`config.mk`:
```
export PLATFORM = sky130hd
export DESIGN_NAME = logic_capture_mem_level_fifo
export DESIGN_NICKNAME = d
export VERILOG_FILES = /design/src/rtl/logic_capture_mem_level_fifo.sv
export SDC_FILE = /design/constraint.sdc
export NUM_CORES = 1
export LEC_CHECK = 0
export CORE_MARGIN = 10
export CORE_UTILIZATION = 63
export DETAILED_ROUTE_END_ITERATION = 16
export PLACE_DENSITY_LB_ADDON = 0.25
export SLEW_MARGIN = 20
export SYNTH_ARGS = -nofsm -noshare
export SYNTH_HDL_FRONTEND = slang
export SYNTH_SLANG_ARGS = --single-unit
```
`constraint.sdc`:
```
create_clock -name clk_i -period 4.3 [get_ports clk_i]
set_input_delay 0.645 -clock clk_i [delete_from_list [all_inputs] [get_ports clk_i]]
set_output_delay 0.645 -clock clk_i [all_outputs]
set_load 0.01 [all_outputs]
```
`src/rtl/logic_capture_mem_level_fifo.sv`:
```
// Capture-record FIFO between the capture front end and the memory writer.
// Adds an optional output register, live level, almost flags, flush and sticky errors.
module logic_capture_mem_level_fifo #(
    parameter int WIDTH   = 8,
    parameter int DEPTH   = 16,
    parameter int ADDR_W  = 4,
    parameter int OUT_REG = 0
) (
    input  logic              clk_i,
    input  logic              rst_ni,
    input  logic              flush_i,
    input  logic [WIDTH-1:0]  data_in_i,
    input  logic              push_i,
    output logic              accept_o,
    input  logic              pop_i,
    output logic              valid_o,
    output logic [WIDTH-1:0]  data_out_o,
    output logic [ADDR_W:0]   level_o,
    input  logic [ADDR_W:0]   afull_thresh_i,
    input  logic [ADDR_W:0]   aempty_thresh_i,
    output logic              afull_o,
    output logic              aempty_o,
    input  logic              err_clr_i,
    output logic              overflow_o,
    output logic              underflow_o
);

    localparam logic [ADDR_W:0] CAP = (ADDR_W+1)'(DEPTH + OUT_REG);

    logic [WIDTH-1:0]  ram [DEPTH];
    logic [ADDR_W-1:0] wr_ptr;
    logic [ADDR_W-1:0] rd_ptr;
    logic [ADDR_W:0]   ram_cnt;
    logic [ADDR_W:0]   ram_cnt_nxt;
    logic [ADDR_W:0]   level;
    logic [ADDR_W:0]   level_nxt;
    logic              head;
    logic              push_ok;
    logic              pop_ok;
    logic              ram_rd;
    logic              ovf_set;
    logic              unf_set;

    assign accept_o = ~flush_i & (level != CAP);
    assign valid_o  = ~flush_i & head;
    assign push_ok  = push_i & accept_o;
    assign pop_ok   = pop_i & valid_o;
    assign level_o  = level;
    assign afull_o  = level >= afull_thresh_i;
    assign aempty_o = level <= aempty_thresh_i;

    always_ff @(posedge clk_i) begin
        if (push_ok) begin
            ram[wr_ptr] <= data_in_i;
        end
    end

    always_comb begin
        level_nxt = level;
        unique case ({push_ok, pop_ok})
            2'b10:   level_nxt = level + (ADDR_W+1)'(1);
            2'b01:   level_nxt = level - (ADDR_W+1)'(1);
            default: level_nxt = level;
        endcase
    end

    always_comb begin
        ram_cnt_nxt = ram_cnt;
        unique case ({push_ok, ram_rd})
            2'b10:   ram_cnt_nxt = ram_cnt + (ADDR_W+1)'(1);
            2'b01:   ram_cnt_nxt = ram_cnt - (ADDR_W+1)'(1);
            default: ram_cnt_nxt = ram_cnt;
        endcase
    end

    // Pointers roll over naturally since DEPTH == 2**ADDR_W
    always_ff @(posedge clk_i or negedge rst_ni) begin
        if (!rst_ni) begin
            wr_ptr  <= '0;
            rd_ptr  <= '0;
            ram_cnt <= '0;
            level   <= '0;
        end else if (flush_i) begin
            wr_ptr  <= '0;
            rd_ptr  <= '0;
            ram_cnt <= '0;
            level   <= '0;
        end else begin
            if (push_ok) begin
                wr_ptr <= wr_ptr + ADDR_W'(1);
            end
            if (ram_rd) begin
                rd_ptr <= rd_ptr + ADDR_W'(1);
            end
            ram_cnt <= ram_cnt_nxt;
            level   <= level_nxt;
        end
    end

    generate
        if (OUT_REG == 0) begin : g_direct
            assign head       = ram_cnt != '0;
            assign ram_rd     = pop_ok;
            assign data_out_o = ram[rd_ptr];
        end else begin : g_oreg
            logic             occ;
            logic             load;
            logic [WIDTH-1:0] hold;

            // Refill whenever the register is free or being drained this edge
            assign load       = ~flush_i & (ram_cnt != '0) & (~occ | pop_ok);
            assign ram_rd     = load;
            assign head       = occ;
            assign data_out_o = hold;

            always_ff @(posedge clk_i or negedge rst_ni) begin
                if (!rst_ni) begin
                    occ <= 1'b0;
                end else if (flush_i) begin
                    occ <= 1'b0;
                end else if (load) begin
                    occ <= 1'b1;
                end else if (pop_ok) begin
                    occ <= 1'b0;
                end
            end

            always_ff @(posedge clk_i) begin
                if (load) begin
                    hold <= ram[rd_ptr];
                end
            end
        end
    endgenerate

    assign ovf_set = push_i & ~accept_o & ~flush_i;
    assign unf_set = pop_i & ~valid_o & ~flush_i;

    // A new error in the clearing cycle must not be lost
    always_ff @(posedge clk_i or negedge rst_ni) begin
        if (!rst_ni) begin
            overflow_o  <= 1'b0;
            underflow_o <= 1'b0;
        end else begin
            if (ovf_set) begin
                overflow_o <= 1'b1;
            end else if (err_clr_i) begin
                overflow_o <= 1'b0;
            end
            if (unf_set) begin
                underflow_o <= 1'b1;
            end else if (err_clr_i) begin
                underflow_o <= 1'b0;
            end
        end
    end

endmodule

```
### Yosys cells after proc, flatten, opt, wreduce, memory -nomap -nowiden

Memories as Yosys holds them, arrays and structs flattened.
Cells that the tools add are included.

| cells by class | value |
|---|---|
| add/subtract/negate cells | 6 |
| multiply operators | 0 |
| divide/modulo/power cells | 0 |
| $lt $le $gt $ge | 2 |
| equality and inequality tests | 3 |
| shift-type cells | 0 |
| multiplexer cells | 13 |
| bitwise logic cells | 11 |
| reduce and logical (&&, ||, !) cells | 6 |

Operators by type and width:

| operator | number |
|---|---|
| one-hot mux 5 bit (2 select lines) | 2 |
| 2-to-1 mux 4 bit | 4 |
| adder 5 x 1 -> 5 bit, second input constant | 2 |
| 2-to-1 mux 5 bit | 2 |
| subtractor 5 x 1 -> 5 bit, second input constant | 2 |
| adder 4 x 1 -> 4 bit, second input constant | 2 |
| AND 1 bit | 8 |
| nonzero test 2 bit | 4 |
| >= comparator 5 bit | 1 |
| <= comparator 5 bit | 1 |
| 2-to-1 mux 1 bit | 5 |
| inequality test 5 bit, second input constant | 1 |
| nonzero test 5 bit | 1 |
| inverter 1 bit | 3 |
| nonzero test 3 bit | 1 |
| == test 2 x 1 -> 1 bit, second input constant | 1 |
| == test 2 bit, second input constant | 1 |

| storage, ports and cells | value |
|---|---|
| register bits | 20 |
| latch bits | 0 |
| RAM bits | 128 |
| bits in read-only memories | 0 |
| word-level logic and storage cells | 48 |
| memories kept | 1 |

Memory list:

| memory | depth | bits a word | rd ports | clocked after Yosys merged registers in | wr ports | RTL line | RTL |
|---|---|---|---|---|---|---|---|
| ram | 16 | 8 | 1 | 0 | 1 | 30 | `logic [WIDTH-1:0] ram [DEPTH];` |

### Longest topological paths before layout

Gate-level depths: netlist of the first run.

| logic depth | value |
|---|---|
| depth after elaboration | 6 |
| gate-level depth with buffers | 11 |
| gate-level depth less buffers | 10 |

### Worst setup path after synthesis of the first run

Ideal clock, no wire load.

| path | value |
|---|---|
| kind | register to register |
| start point | register ram_cnt[1] |
| end point | register ram_cnt[4] |
| library setup time | 0.078 ns |
| arrival | 2.786 ns |
| required time | 4.222 ns |
| slack | 1.436 ns |
| stages on the path, launching flop included | 12 |
| period minus slack after synthesis | 2.864 ns |
| path through | dfrtp_1 -> or4_1 -> buf_2 -> o21a_1 -> nand2_4 -> xnor2_1 -> ha_1 -> or3_1 -> a21oi_1 -> nor3_1 -> or4_1 -> a21oi_1 |

| on the way | value |
|---|---|
| cells in the longest elaborated chain, start to end | 6 |
| elaborated cells between the ends (all ways) | 10 |

RTL lines:

| item | RTL line | RTL |
|---|---|---|
| start, declared | 33 | `logic [ADDR_W:0] ram_cnt;` |
| start signal, assigned | 95 | `ram_cnt <= ram_cnt_nxt;` |
| nonzero test 5 bit | 102 | `assign head = ram_cnt != '0;` |
| AND 1 bit | 45 | `assign valid_o = ~flush_i & head;` |
| AND 1 bit | 47 | `assign pop_ok = pop_i & valid_o;` |
| == test 2 x 1 -> 1 bit or == test 2 bit (tied branches) | 69 | `unique case ({push_ok, ram_rd})` |
| one-hot mux 5 bit (2 select lines) | 69 |  |
| 2-to-1 mux 5 bit | 83 | `end else if (flush_i) begin` |

Several ways; a longest one is shown, not always the timed one.
A chain may end at the register's enable or synchronous reset.

### Final worst setup path of the first run

| path | value |
|---|---|
| start point | register rd_ptr[2] |
| end point | output port data_out_o[1] |

| on the way | value |
|---|---|
| cells in the longest elaborated chain, start to end | 1 |

RTL lines:

| item | RTL line | RTL |
|---|---|---|
| start, declared | 32 | `logic [ADDR_W-1:0] rd_ptr;` |
| start signal, assigned | 93 | `rd_ptr <= rd_ptr + ADDR_W'(1);` |
| memory (16 x 8 bit) | n/a |  |
| end, declared | 17 | `output logic [WIDTH-1:0] data_out_o,` |

No other way between the ends.

==> reports/results.ini, run 1 <==
[worst_setup_path]
r2r_setup_slack_ns = 1.12
cpPeakStageDelay_ns = 0.62
r2r-end = ram_cnt[4]
end_kind = primary output
crit_arrival_ns = 3.06
path_class = flip-flop to primary output
ff2ff_path_depth = 10
required_ns = 3.65
crit_fanout = 13
crit_chain = inv_1 -> nor2_1 -> a221oi_1 -> a21oi_1 -> o21ai_0 -> clkdlybuf4s50_1
slowest_stage = a221oi_1
rr_startpoint = ram_cnt[1]
crit_path_start_kind = flip-flop

[clock_tree]
postCtsHoldBufs = 0
clk_latency_ns = 0.53
cts_tree = yes
cts.sinks = 148
post_cts.repair.setup_buffers = 0
cts_buffers = 17
cts-root-buf = clkbuf_8
cts_max_level = 4
clockBufferDepth = 2
clkTransAtPathRegs_ns = 0.07
ctsResizeCount = 0

[yosys]
synth-xor-area-share_pct = 1.48
synth_warnings = 0
avgSynthCellArea_um2 = 16.0
synth_area_um2 = 6500
synth_edf_count = 128
syn_nets = 450
synthMuxAreaShare_pct = 11.3
ys_seq_area_share_pct = 66.9
ys.flop_type = edfxtp_1
yosys.area_share.simple_pct = 6.66
synth_top_family_by_area = multiplexers
synth-compound-area-share_pct = 7.97
synthCells = 407
synth_seq_cells = 148
synthAdderAreaFrac_pct = 3.66
async_reset_ff_share_pct = 13.5
synth_cell_types = 54

[layout]
final_nets = 499
n_antenna_cell = 0
drive_gt1_share_pct = 14.1
stdcell_area_um2 = 7610
finish.utilization_pct = 74.7
nFillCells = 633
synthToLayoutAreaGrowth_pct = 17.1

[grt]
antenna_found_initial = 0
grt_pass1_vias = 3960
track_usage_pct = 20.1
grt_max_degree = 31
grt_pass1_wl_um = 22400
overflow = 0

[routing]
vias_per_cell = 6.43
firstDrtPassIters = 5
drt_first_iter_violations = 478
routed_wl_um = 14100
ant_nets = 0
drcViolationCount = 0
vias = 3892
wl_per_cell_um = 23.3

[min_path]
hold_path.class = flip-flop to flip-flop
whs_path_depth = 2
hp-start = overflow_o
holdPathEnd = overflow_o

[timing]
finalSetupViolCount = 0
achievable-frequency_mhz = 270
rsz0062_at_grt = no
report.final.hold_viol_count = 0
finalCritPeriodShare_pct = 86.1
slew_headroom_pct = 38.4
worst_pin_slew_ns = 0.921
slew_viol_final = 0
period_needed_ns = 3.70
fin_skew_ns = 0.00936
hold-worst-slack_ns = 0.500
fin_tns_setup_ns = 0

[floorplanning]
die_h_um = 122
fp-row-count = 37
die_w_um = 122
initial_core_util_pct = 63.8
dieArea_um2 = 14800
ioPinCount = 43
core-area_um2 = 10200

[run_status]
status = finished, final reports clean

[pwr]
p_per_area_nw_per_um2 = 559
power.leakage_nw = 2.68
ir_worst_vdd_v = 0.000392

[place]
place_area_um2 = 7070
io_buffers = 42
gp_congestion = 0.836
dp_hpwl_um = 8660

[run]
drv_cap = 0

-- registers in the layout, summed over array words and instances (netlist names) --
signal,cells
rd_ptr,4
ram_cnt,5
overflow_o,1
ram,128
wr_ptr,4
level_o,5
underflow_o,1
-- routing by layer --
| layer | track usage (%) | share of wire [%] |
|---|---|---|
| met2 | 32.2 | 50 |
| met1 | 26.4 | 39 |
| met5 | 0 | 0 |
| met4 | 5.44 | 1.3 |
| met3 | 5.78 | 8.7 |
-- how the worst max path moves through the flow --
stage	slack, ns	depth (start not counted)	start	to
floorplan	1.44	11	ram_cnt[1]	ram_cnt[4]
global placement	0.74	11	pop_i	ram_cnt[4]
detailed placement	0.58	11	pop_i	ram_cnt[4]
CTS	0.62	6	rd_ptr[1]	data_out_o[1]
global route	0.42	6	rd_ptr[2]	data_out_o[1]
finish	0.60	6	rd_ptr[2]	data_out_o[1]
-- per-stage QoR --
step           std cells  worst slack, ns  power [mW]
2_1_floorplan        407             1.44        2.52
3_3_place_gp         573            0.740        2.89
3_5_place_dp         573            0.583        2.92
4_1_cts              605            0.625        4.26
5_1_grt              605            0.418        4.45
6_report             605            0.599        4.25
-- cell usage after synthesis (all sizes together) (2+ instances only) --
cell type,n,area share [%]
and3,4,0.39
a221oi,8,1.1
nor2,16,0.92
nand3,7,0.54
o2111ai,2,0.27
nand2,10,0.69
nor3,2,0.15
a21o,4,0.46
buf,5,0.31
mux4,24,8.3
clkbuf,13,0.75
edfxtp,128,59
a32oi,5,0.67
xnor2,6,0.81
o21ai,13,1.3
nand3b,2,0.23
and2,14,1.3
a31oi,2,0.19
o31ai,4,0.46
o21a,4,0.46
dfrtp,20,7.7
xor2,5,0.67
mux2i,18,2.8
inv,18,1.0
nor2b,4,0.39
a22oi,4,0.46
nor4,2,0.19
a21oi,18,1.4
or4,3,0.35
or2,2,0.19
nor4b,3,0.40
or3,3,0.29
ha,19,3.7
-- layout by cell type, fill, tap and decap left out, types with 6 or more instances in the layout --
| cell | count |
|---|---|
| a21oi_1 | 18 |
| a221oi_1 | 8 |
| and2_1 | 14 |
| buf_4 | 6 |
| clkbuf_16 | 16 |
| clkdlybuf4s50_1 | 42 |
| dfrtp_1 | 19 |
| edfxtp_1 | 128 |
| ha_1 | 19 |
| inv_1 | 17 |
| mux2i_1 | 18 |
| mux4_2 | 24 |
| nand2_1 | 9 |
| nand3_1 | 7 |
| nor2_1 | 16 |
| o21ai_0 | 10 |
-- cell type report --
type,count,area (um2),area share [%]
clock inverters,15,120,1.58
well taps,136,170,2.24
flip-flops and latches,148,4350,57.1
multi-input cells,223,2020,26.6
inverters,18,67.6,0.888
clock buffers,17,414,5.44
repair buffers,48,465,6.12
-- report_power, final --
part	internal, mW	switching (mW)
clock network	0.722	0.614
registers	1.63	0.107
logic	0.577	0.598
-- kinds of logic (layout without fill, tap and decap cells) --
family          after synthesis  after routing
fa+ha+maj                    19             19
xor+xnor                     11             11
buf+inv                      36             98
compound gates               73             73
flops                       148            148
mux                          43             43
simple gates                 77             77
-- critical path, delay by kind of cell, from the launching register on --
family / cells / cell delay (ns)
compound gates: 3 / 0.94
buf+inv: 2 / 0.91
flops: 1 / 0.42
simple gates: 1 / 0.27
Note: power is estimated with default switching activity, not from simulation.
==> run 2: changes to the inputs <==
--- a/config.mk
+++ b/config.mk
@@ -9,6 +9,7 @@
 export CORE_UTILIZATION = 63
 export DETAILED_ROUTE_END_ITERATION = 16
 export PLACE_DENSITY_LB_ADDON = 0.25
+export SKIP_CTS_REPAIR_TIMING = 1
 export SLEW_MARGIN = 20
 export SYNTH_ARGS = -nofsm -noshare
 export SYNTH_HDL_FRONTEND = slang
==> results of run 2 <==
Final layout, timing and power as in run 1 (identical DEF).
